`config.mk`:
```
export PLATFORM = sky130hd
export DESIGN_NAME = io_ccff_loader_flat
export DESIGN_NICKNAME = d
export VERILOG_FILES = /design/src/rtl/io_ccff_loader_if.sv /design/src/rtl/io_ccff_loader.sv /design/src/flat_wrapper.sv
export SDC_FILE = /design/constraint.sdc
export NUM_CORES = 1
export LEC_CHECK = 0
export ABC_AREA = 1
export CORE_MARGIN = 4
export CORE_UTILIZATION = 60
export CTS_BUF_LIST = sky130_fd_sc_hd__clkbuf_8
export DETAILED_ROUTE_END_ITERATION = 12
export PLACE_DENSITY = 0.86
export SYNTH_ARGS = -nofsm -noshare
export SYNTH_HDL_FRONTEND = slang
export SYNTH_SLANG_ARGS = --single-unit
```
`constraint.sdc`:
```
create_clock -name prog_clk -period 2.9 [get_ports prog_clk]
set_clock_uncertainty 0.05 [all_clocks]
set_input_delay 0.29 -clock prog_clk [delete_from_list [all_inputs] [get_ports prog_clk]]
set_output_delay 0.29 -clock prog_clk [all_outputs]
set_load 0.01 [all_outputs]
```
`src/rtl/io_ccff_loader_if.sv`:
```
// Bitstream word channel between the SoC configuration port and the CCFF loader.
// Latency: none, wires only.
// Backpressure: a word moves on a clock edge where cfg_valid and cfg_ready are both high.
//
// Ports (modports):
//   master : drives cfg_data/cfg_valid, observes cfg_ready (SoC side)
//   slave  : observes cfg_data/cfg_valid, drives cfg_ready (loader side)
interface io_ccff_loader_if #(
    parameter int WORD_W = 8
);
    logic [WORD_W-1:0] cfg_data;
    logic              cfg_valid;
    logic              cfg_ready;

    modport master (output cfg_data, output cfg_valid, input cfg_ready);
    modport slave  (input cfg_data, input cfg_valid, output cfg_ready);
endinterface

```
`src/rtl/io_ccff_loader.sv`:
```
// Serialises a word-wide bitstream LSB-first into an I/O-tile CCFF chain, gating
// config_enable for exactly CHAIN_LEN clocks and keeping the pads isolated until settled.
// Latency: first bit on ccff_head one cycle after a word is accepted; done SETTLE+1 cycles
// after the last shift. Backpressure: cfg_ready is high only in LOAD, so the source is
// stalled while a word is shifting and while the loader is idle, isolating or settling.
//
// Ports:
//   prog_clk, pReset_n : programming clock, async active-low reset
//   start, abort       : begin a load (IDLE only) / cancel a busy load (not in DONE)
//   cfg                : word channel (cfg_data, cfg_valid, cfg_ready)
//   ccff_head, config_enable, IO_ISOL_N : registered chain/pad controls
//   ccff_tail, tail_bit: chain tail and its one-cycle-delayed readback
//   busy, done, error  : status (done is a pulse, error is sticky until next start)
module io_ccff_loader #(
    parameter int CHAIN_LEN = 16,
    parameter int WORD_W    = 8,
    parameter int SETTLE    = 4
) (
    input  logic            prog_clk,
    input  logic            pReset_n,
    input  logic            start,
    input  logic            abort,
    io_ccff_loader_if.slave cfg,
    output logic            ccff_head,
    input  logic            ccff_tail,
    output logic            tail_bit,
    output logic            config_enable,
    output logic            IO_ISOL_N,
    output logic            busy,
    output logic            done,
    output logic            error
);
    localparam int BIT_W = $clog2(CHAIN_LEN + 1);
    localparam int WB_W  = $clog2(WORD_W + 1);
    localparam int ST_W  = $clog2(SETTLE + 1);

    localparam logic [BIT_W-1:0] C_CHAIN = BIT_W'(CHAIN_LEN);
    localparam logic [WB_W-1:0]  C_WORD  = WB_W'(WORD_W);
    localparam logic [ST_W-1:0]  C_STL   = ST_W'(SETTLE - 1);

    localparam logic [2:0] S_IDLE    = 3'd0;
    localparam logic [2:0] S_ISOLATE = 3'd1;
    localparam logic [2:0] S_LOAD    = 3'd2;
    localparam logic [2:0] S_SHIFT   = 3'd3;
    localparam logic [2:0] S_SETTLE  = 3'd4;
    localparam logic [2:0] S_DONE    = 3'd5;

    logic [2:0]        r_state;
    logic [WORD_W-1:0] r_sh;        // bits of the current word not yet presented
    logic [BIT_W-1:0]  r_bit_cnt;   // chain bits presented so far in this load
    logic [WB_W-1:0]   r_wbit;      // bits of the current word presented so far
    logic [ST_W-1:0]   r_settle;
    logic              r_head;
    logic              r_en;
    logic              r_isol_n;
    logic              r_done;
    logic              r_err;
    logic              r_tail;

    logic w_abort;

    // DONE is deliberately excluded: once settling has finished, completion wins.
    assign w_abort = abort && (r_state == S_ISOLATE || r_state == S_LOAD ||
                               r_state == S_SHIFT   || r_state == S_SETTLE);

    always_ff @(posedge prog_clk or negedge pReset_n) begin
        if (!pReset_n) begin
            r_state   <= S_IDLE;
            r_sh      <= '0;
            r_bit_cnt <= '0;
            r_wbit    <= '0;
            r_settle  <= '0;
            r_head    <= 1'b0;
            r_en      <= 1'b0;
            r_isol_n  <= 1'b0;
            r_done    <= 1'b0;
            r_err     <= 1'b0;
            r_tail    <= 1'b0;
        end else begin
            r_tail <= ccff_tail;
            r_done <= 1'b0;
            if (w_abort) begin
                // The chain itself keeps whatever was shifted so far; only the
                // loader state is cleared and the pads are re-isolated.
                r_state   <= S_IDLE;
                r_sh      <= '0;
                r_bit_cnt <= '0;
                r_wbit    <= '0;
                r_settle  <= '0;
                r_head    <= 1'b0;
                r_en      <= 1'b0;
                r_isol_n  <= 1'b0;
                r_err     <= 1'b1;
            end else begin
                case (r_state)
                    S_IDLE: begin
                        if (start && !abort) begin
                            r_state   <= S_ISOLATE;
                            r_err     <= 1'b0;
                            r_isol_n  <= 1'b0;
                            r_bit_cnt <= '0;
                            r_wbit    <= '0;
                            r_settle  <= '0;
                        end
                    end
                    S_ISOLATE: r_state <= S_LOAD;
                    S_LOAD: begin
                        if (cfg.cfg_valid) begin
                            r_sh      <= cfg.cfg_data >> 1;
                            r_head    <= cfg.cfg_data[0];
                            r_en      <= 1'b1;
                            r_bit_cnt <= r_bit_cnt + BIT_W'(1);
                            r_wbit    <= WB_W'(1);
                            r_state   <= S_SHIFT;
                        end
                    end
                    S_SHIFT: begin
                        // Chain-full check comes first so a partial last word
                        // drops its unused upper bits.
                        if (r_bit_cnt == C_CHAIN) begin
                            r_state  <= S_SETTLE;
                            r_en     <= 1'b0;
                            r_head   <= 1'b0;
                            r_settle <= '0;
                        end else if (r_wbit == C_WORD) begin
                            r_state <= S_LOAD;
                            r_en    <= 1'b0;
                            r_head  <= 1'b0;
                        end else begin
                            r_head    <= r_sh[0];
                            r_sh      <= r_sh >> 1;
                            r_bit_cnt <= r_bit_cnt + BIT_W'(1);
                            r_wbit    <= r_wbit + WB_W'(1);
                        end
                    end
                    S_SETTLE: begin
                        if (r_settle == C_STL) begin
                            r_state  <= S_DONE;
                            r_done   <= 1'b1;
                            r_isol_n <= 1'b1;
                        end else begin
                            r_settle <= r_settle + ST_W'(1);
                        end
                    end
                    S_DONE: begin
                        r_state   <= S_IDLE;
                        r_bit_cnt <= '0;
                        r_wbit    <= '0;
                    end
                    default: r_state <= S_IDLE;
                endcase
            end
        end
    end

    assign cfg.cfg_ready  = (r_state == S_LOAD);
    assign busy           = (r_state != S_IDLE);
    assign ccff_head      = r_head;
    assign config_enable  = r_en;
    assign IO_ISOL_N      = r_isol_n;
    assign done           = r_done;
    assign error          = r_err;
    assign tail_bit       = r_tail;
endmodule
```
`src/flat_wrapper.sv`:
```
// flat-port wrapper written by rule: the top's interface ports become plain ports
module io_ccff_loader_flat 
#(
    parameter int CHAIN_LEN = 16,
    parameter int WORD_W    = 8,
    parameter int SETTLE    = 4
)
  (prog_clk, pReset_n, start, abort, ccff_head, ccff_tail, tail_bit, config_enable, IO_ISOL_N, busy, done, error, cfg_cfg_data, cfg_cfg_valid, cfg_cfg_ready);
  io_ccff_loader_if #(.WORD_W(WORD_W)) cfg_i ();
  input  logic prog_clk;
  input  logic pReset_n;
  input  logic start;
  input  logic abort;
  output logic ccff_head;
  input  logic ccff_tail;
  output logic tail_bit;
  output logic config_enable;
  output logic IO_ISOL_N;
  output logic busy;
  output logic done;
  output logic error;
  input wire logic [$bits(cfg_i.cfg_data)-1:0] cfg_cfg_data;
  input wire logic [$bits(cfg_i.cfg_valid)-1:0] cfg_cfg_valid;
  output wire logic [$bits(cfg_i.cfg_ready)-1:0] cfg_cfg_ready;
  assign cfg_i.cfg_data = cfg_cfg_data;
  assign cfg_i.cfg_valid = cfg_cfg_valid;
  assign cfg_cfg_ready = cfg_i.cfg_ready;
  io_ccff_loader #(.CHAIN_LEN(CHAIN_LEN), .WORD_W(WORD_W), .SETTLE(SETTLE)) u_core (.prog_clk(prog_clk), .pReset_n(pReset_n), .start(start), .abort(abort), .cfg(cfg_i), .ccff_head(ccff_head), .ccff_tail(ccff_tail), .tail_bit(tail_bit), .config_enable(config_enable), .IO_ISOL_N(IO_ISOL_N), .busy(busy), .done(done), .error(error));
endmodule
```
Word-level counts from Yosys, hierarchy flattened
Cells that the tools add are included.

operators by class
  add/sub/neg operators = 3
  equality and inequality tests = 16
  muxes and demuxes = 48
  reduce and logical (&&, ||, !) cells = 22

operator list
  kind                                                    number
  two-way mux 8 bit                                       4
  two-way mux 3 bit                                       10
  two-way mux 5 bit                                       5
  two-way mux 4 bit                                       5
  one-hot mux 5 bit (4 select lines)                      1
  inequality test 3 x 2 -> 1 bit (second input constant)  6
  two-way mux 1 bit                                       16
  one-hot mux 4 bit (4 select lines)                      1
  one-hot mux 8 bit (2 select lines)                      1
  one-hot mux 3 bit (5 select lines)                      1
  AND reduction 4 bit                                     3
  equality test 3 x 2 -> 1 bit (second input constant)    3
  one-hot mux 3 bit (3 select lines)                      1
  nonzero test 3 bit                                      3
  equality test 3 bit (second input constant)             2
  one-hot mux 1 bit (2 select lines)                      3
  AND reduction 3 bit                                     2
  adder 5 x 1 -> 5 bit (second input constant)            1
  equality test 5 bit (second input constant)             1
  AND reduction 5 bit                                     1
  nonzero test 5 bit                                      1
  adder 4 x 1 -> 4 bit (second input constant)            1
  equality test 4 bit (second input constant)             1
  inequality test 4 x 3 -> 1 bit (second input constant)  1
  10 further kinds                                        15

storage, ports and cells
  flip-flop bits (word level) = 29
  input port bits = 14
  output and inout port bits = 8

Longest topological paths before layout
  depth in word-level cells = 7
  depth in mapped cells = 9
  gate-level depth less buffers = 9

Worst setup path after synthesis
No wires, ideal clock.

  kind = register -> register
  from = register u_core.r_state[0]
  to = register u_core.r_sh[3]
  setup time = 117 ps
  arrival time = 1315 ps
  slack = 1418 ps
  cell stages (with the launch flop) = 9
  buffers on the path = 2
  period minus slack after synthesis = 1482 ps
  cell sequence = dfrtp_1 buf_2 o21ai_1 nand3_2 nand2_1 nand3_4 buf_6 nand2_1 o21ai_2

on the way
  longest elaborated chain between the ends = 7
  elaborated cells between the ends (all ways) = 15
  classes of those cells = eq/ne: 7; mux: 2; reduce/logical: 6

ends and longest elaborated chain
  what                                                                                   RTL line                                    source
  start: declaration                                                                     io_ccff_loader.sv:48                        logic [2:0] r_state;
  start signal: assignment                                                               io_ccff_loader.sv:68                        r_state <= S_IDLE;
  start signal: assignment                                                               io_ccff_loader.sv:85                        r_state <= S_IDLE;
  start signal: assignment                                                               io_ccff_loader.sv:98                        r_state <= S_ISOLATE;
  equality test 3 x 1 -> 1 bit or equality test 3 x 2 -> 1 bit (tied branches)           io_ccff_loader.sv:63, io_ccff_loader.sv:95
  logical OR 1 bit (2 in a row)                                                          io_ccff_loader.sv:63                        assign w_abort = abort && (r_state == S_ISOLATE || r_state == S_LOAD ||
  logical OR 1 bit                                                                       io_ccff_loader.sv:64                        r_state == S_SHIFT || r_state == S_SETTLE);
  logical AND 1 bit                                                                      io_ccff_loader.sv:63
  inequality test 3 x 2 -> 1 bit (no source line) or nonzero test 3 bit (tied branches)  n/a
  AND reduction 4 bit (no source line)                                                   n/a
  end signal: assignment                                                                 io_ccff_loader.sv:109                       r_sh <= cfg.cfg_data >> 1;
  end signal: assignment                                                                 io_ccff_loader.sv:131                       r_sh <= r_sh >> 1;
  end: declaration                                                                       io_ccff_loader.sv:49                        logic [WORD_W-1:0] r_sh;

Parallel ways exist; a longest one is shown, timed or not.
A chain may end at the register's enable or synchronous reset.

Worst setup path after layout
  from = register u_core.r_state[1]
  to = output cfg_cfg_ready

on the way
  longest elaborated chain between the ends = 1

ends and longest elaborated chain
  what                          RTL line               source
  equality test 3 x 2 -> 1 bit  io_ccff_loader.sv:156  assign cfg.cfg_ready = (r_state == S_LOAD);
  end: declaration              flat_wrapper.sv:24     output wire logic [$bits(cfg_i.cfg_ready)-1:0] cfg_cfg_ready;

Every way passes these cells.

==> out/metrics.cfg <==
[synth]
ys_async_sr_fraction_pct=100
synth_top_area_cell=dfrtp_1
synth_area_leaders=dfrtp_1 (42%), nand2_1 (17%), nand3_1 (7.2%)
yosys-top-cells-count=nand2_1 (77), dfrtp_1 (28), nand3_1 (24)
post-synth-top-count-cell=nand2_1
ys_seq_area_share_pct=41.9
synth_ff_type=dfrtp_1
syn_nets=241
synth-seq-cells=28
yosysWarnings=0
synth_top_area_share_pct=41.9
synth-edff-count=0
synth_cell_type_count=30
synth_area_sq_um=1670
syn_area_per_cell_sq_um=7.58
synthCells=221

[timing]
rsz0062_at_grt=no
relSlewSlack_pct=68.2
slew_viol_final=0
period_minus_slack_ns=1.97
fmax_ghz=0.507
finalCritPeriodShare_pct=68.0
tightest_slew_ns=0.476
finalSetupViolCount=0
hold_violations=0
setup-tns-final_ns=0

[floorplanning]
dieWidth_um=60.8
die-area_sq_um=3700
chipHeight_um=60.8
core_sq_um=2570
io_pins=22
rows=18
start_util_pct=65.2

[cells_and_area]
drive_gt1_share_pct=9.96
multi_input_area_sq_um=852
nNetsFinal=263
seq_area_sq_um=701
stdcell_area_sq_um=1940
syn2layout_area_growth_pct=15.8
num_antenna_cells=0
final_cells=271
fillers=209

[worst_setup_path]
worstSetupPathDepth=5
max_stage_delay_ns=0.52
cp_num_buf_inv=3
critical_path_arrival_ns=1.63
critPathLaunchType=register
r2r_slack_ns=0.98
crit_chain=inv_2 > nor2_2 > nand2_1 > inv_1 > clkdlybuf4s50_1
setup.worst_path.class=reg2out
crit_start=u_core.r_state[1]$_DFFE_PN0P_
path_delay_family=buffers and inverters
cp.required_ns=2.56
r2r_end=u_core.r_bit_cnt[1]$_DFFE_PN0P_
crit_path_end=cfg_cfg_ready
cp-end-kind=primary output
worst-path-max-fanout=6
r2r_cells=7
slowest_stage=clkdlybuf4s50_1
worstReg2RegStart=u_core.r_state[2]$_DFFE_PN0P_

[routing]
drt-pass1-iter-count=4
antenna_left=0
vias_per_cell=5.25
drt_wl_total_um=3200
wl_per_cell_um=11.8
via_count=1424
drt_iter0_markers=48
drcViolationCount=0

[clock_network]
cts.repair.resized=0
clkSinkCount=28
clockBufferDepth=2
postCtsSetupBuffers=0
numCtsBuffers=3
cts_root_buf=clkbuf_8
htreeDepth=1
holdBufCountCts=0
cts_tree=done
clock_latency_ns=0.27
path_clk_slew_ns=0.09

[placed_design]
dp.cells=268
placed_cell_area_sq_um=1900
hpwl_um=2420
io_buffers=21
gp_congestion=0.939

[outcome]
status=finished, final reports clean

[power_and_ir_drop]
worst_ir_drop_vdd_mv=0.558
powerDensity_nw_per_um2=738
p_leak_nw=0.988

[global_route]
antenna_found_initial=0
grt_pass1_vias=1339
grt_max_degree=29
gr-total-overflow=0
grt_use_total_pct=20.4
grt_pass1_wl_um=5700

[hold_path]
min_path_type=in2async

[job]
maxCapViolCount=0

[worst min path at each step]
stage                                                  to  slack [ns]  cells after the start
final                     u_core.r_bit_cnt[1]$_DFFE_PN0P_        0.34                      2
after global routing      u_core.r_bit_cnt[1]$_DFFE_PN0P_        0.35                      2
after CTS                 u_core.r_bit_cnt[1]$_DFFE_PN0P_        0.35                      2
after detailed placement       u_core.r_sh[3]$_DFFE_PN0P_        0.42                      2
after global placement     u_core.r_settle[2]$_DFFE_PN0P_        0.41                      2
after floorplan              u_core.IO_ISOL_N$_DFFE_PN0P_       -0.06                      0
[through the flow]
step | hold WS, ns | setup WS, ns | util, % | total power, W
after detailed placement | 0.423 | 0.807 | 73.9 | 0.00123
after CTS | 0.348 | 0.923 | 75.5 | 0.00145
after global placement | 0.408 | 0.840 | 73.9 | 0.00123
after global routing | 0.354 | 0.778 | 75.5 | 0.00156
after floorplan | -0.0556 | 1.42 | - | 0.00106
final | 0.340 | 0.929 | 75.5 | 0.00143
[cell type report]
cell class | instances | area share, %
Multi-Input combinational cell | 164 | 43.9
Sequential cell | 28 | 36.1
Timing Repair Buffer | 22 | 11.2
Inverter | 24 | 4.65
Clock buffer | 3 | 2.13
Tap cell | 30 | 1.94
[per-layer routing]
metal / part of all wire (%) / global-route usage (%) / wire length [um]
met3: 4.5 / 3.62 / 145
met4: 1.0 / 8.98 / 32
met5: 0 / 0 / 0
met2: 48 / 32.4 / 1540
met1: 46 / 27.3 / 1490
[flip-flops by register name, indices dropped and copies added, names as in the netlist]
signal	count
u_core.r_sh	7
u_core.r_bit_cnt	5
u_core.r_wbit	4
u_core.r_settle	3
u_core.r_state	3
u_core.IO_ISOL_N	1
u_core.ccff_head	1
u_core.config_enable	1
u_core.done	1
u_core.error	1
u_core.tail_bit	1
[cell families (layout without fill, tap and decap cells)]
| logic type | after synthesis | count (layout) | share of synthesized area [%] |
|---|---|---|---|
| DFF | 28 | 28 | 41.9 |
| AOI/OAI and AO/OA | 20 | 20 | 8.82 |
| xor gates and xnor gates | 3 | 3 | 1.57 |
| adders and majority gates | 6 | 6 | 4.48 |
| buffers and inverters | 29 | 49 | 7.25 |
| and+or+nand+nor | 135 | 135 | 36.0 |
[placed cells by master (no fill, tap or decap), types with 6 or more instances in the layout]
cell type	instances
clkdlybuf4s50_1	21
dfrtp_1	28
ha_1	6
inv_1	19
nand2_1	77
nand3_1	24
nor2_1	18
o21ai_2	7
[where the power goes]
group	total, W	internal, W	switching [W]
clock network	0.000206	0.0000931	0.000113
registers	0.000555	0.000479	0.0000764
logic	0.000670	0.000254	0.000416
Note: power is estimated with default switching activity, not from simulation.
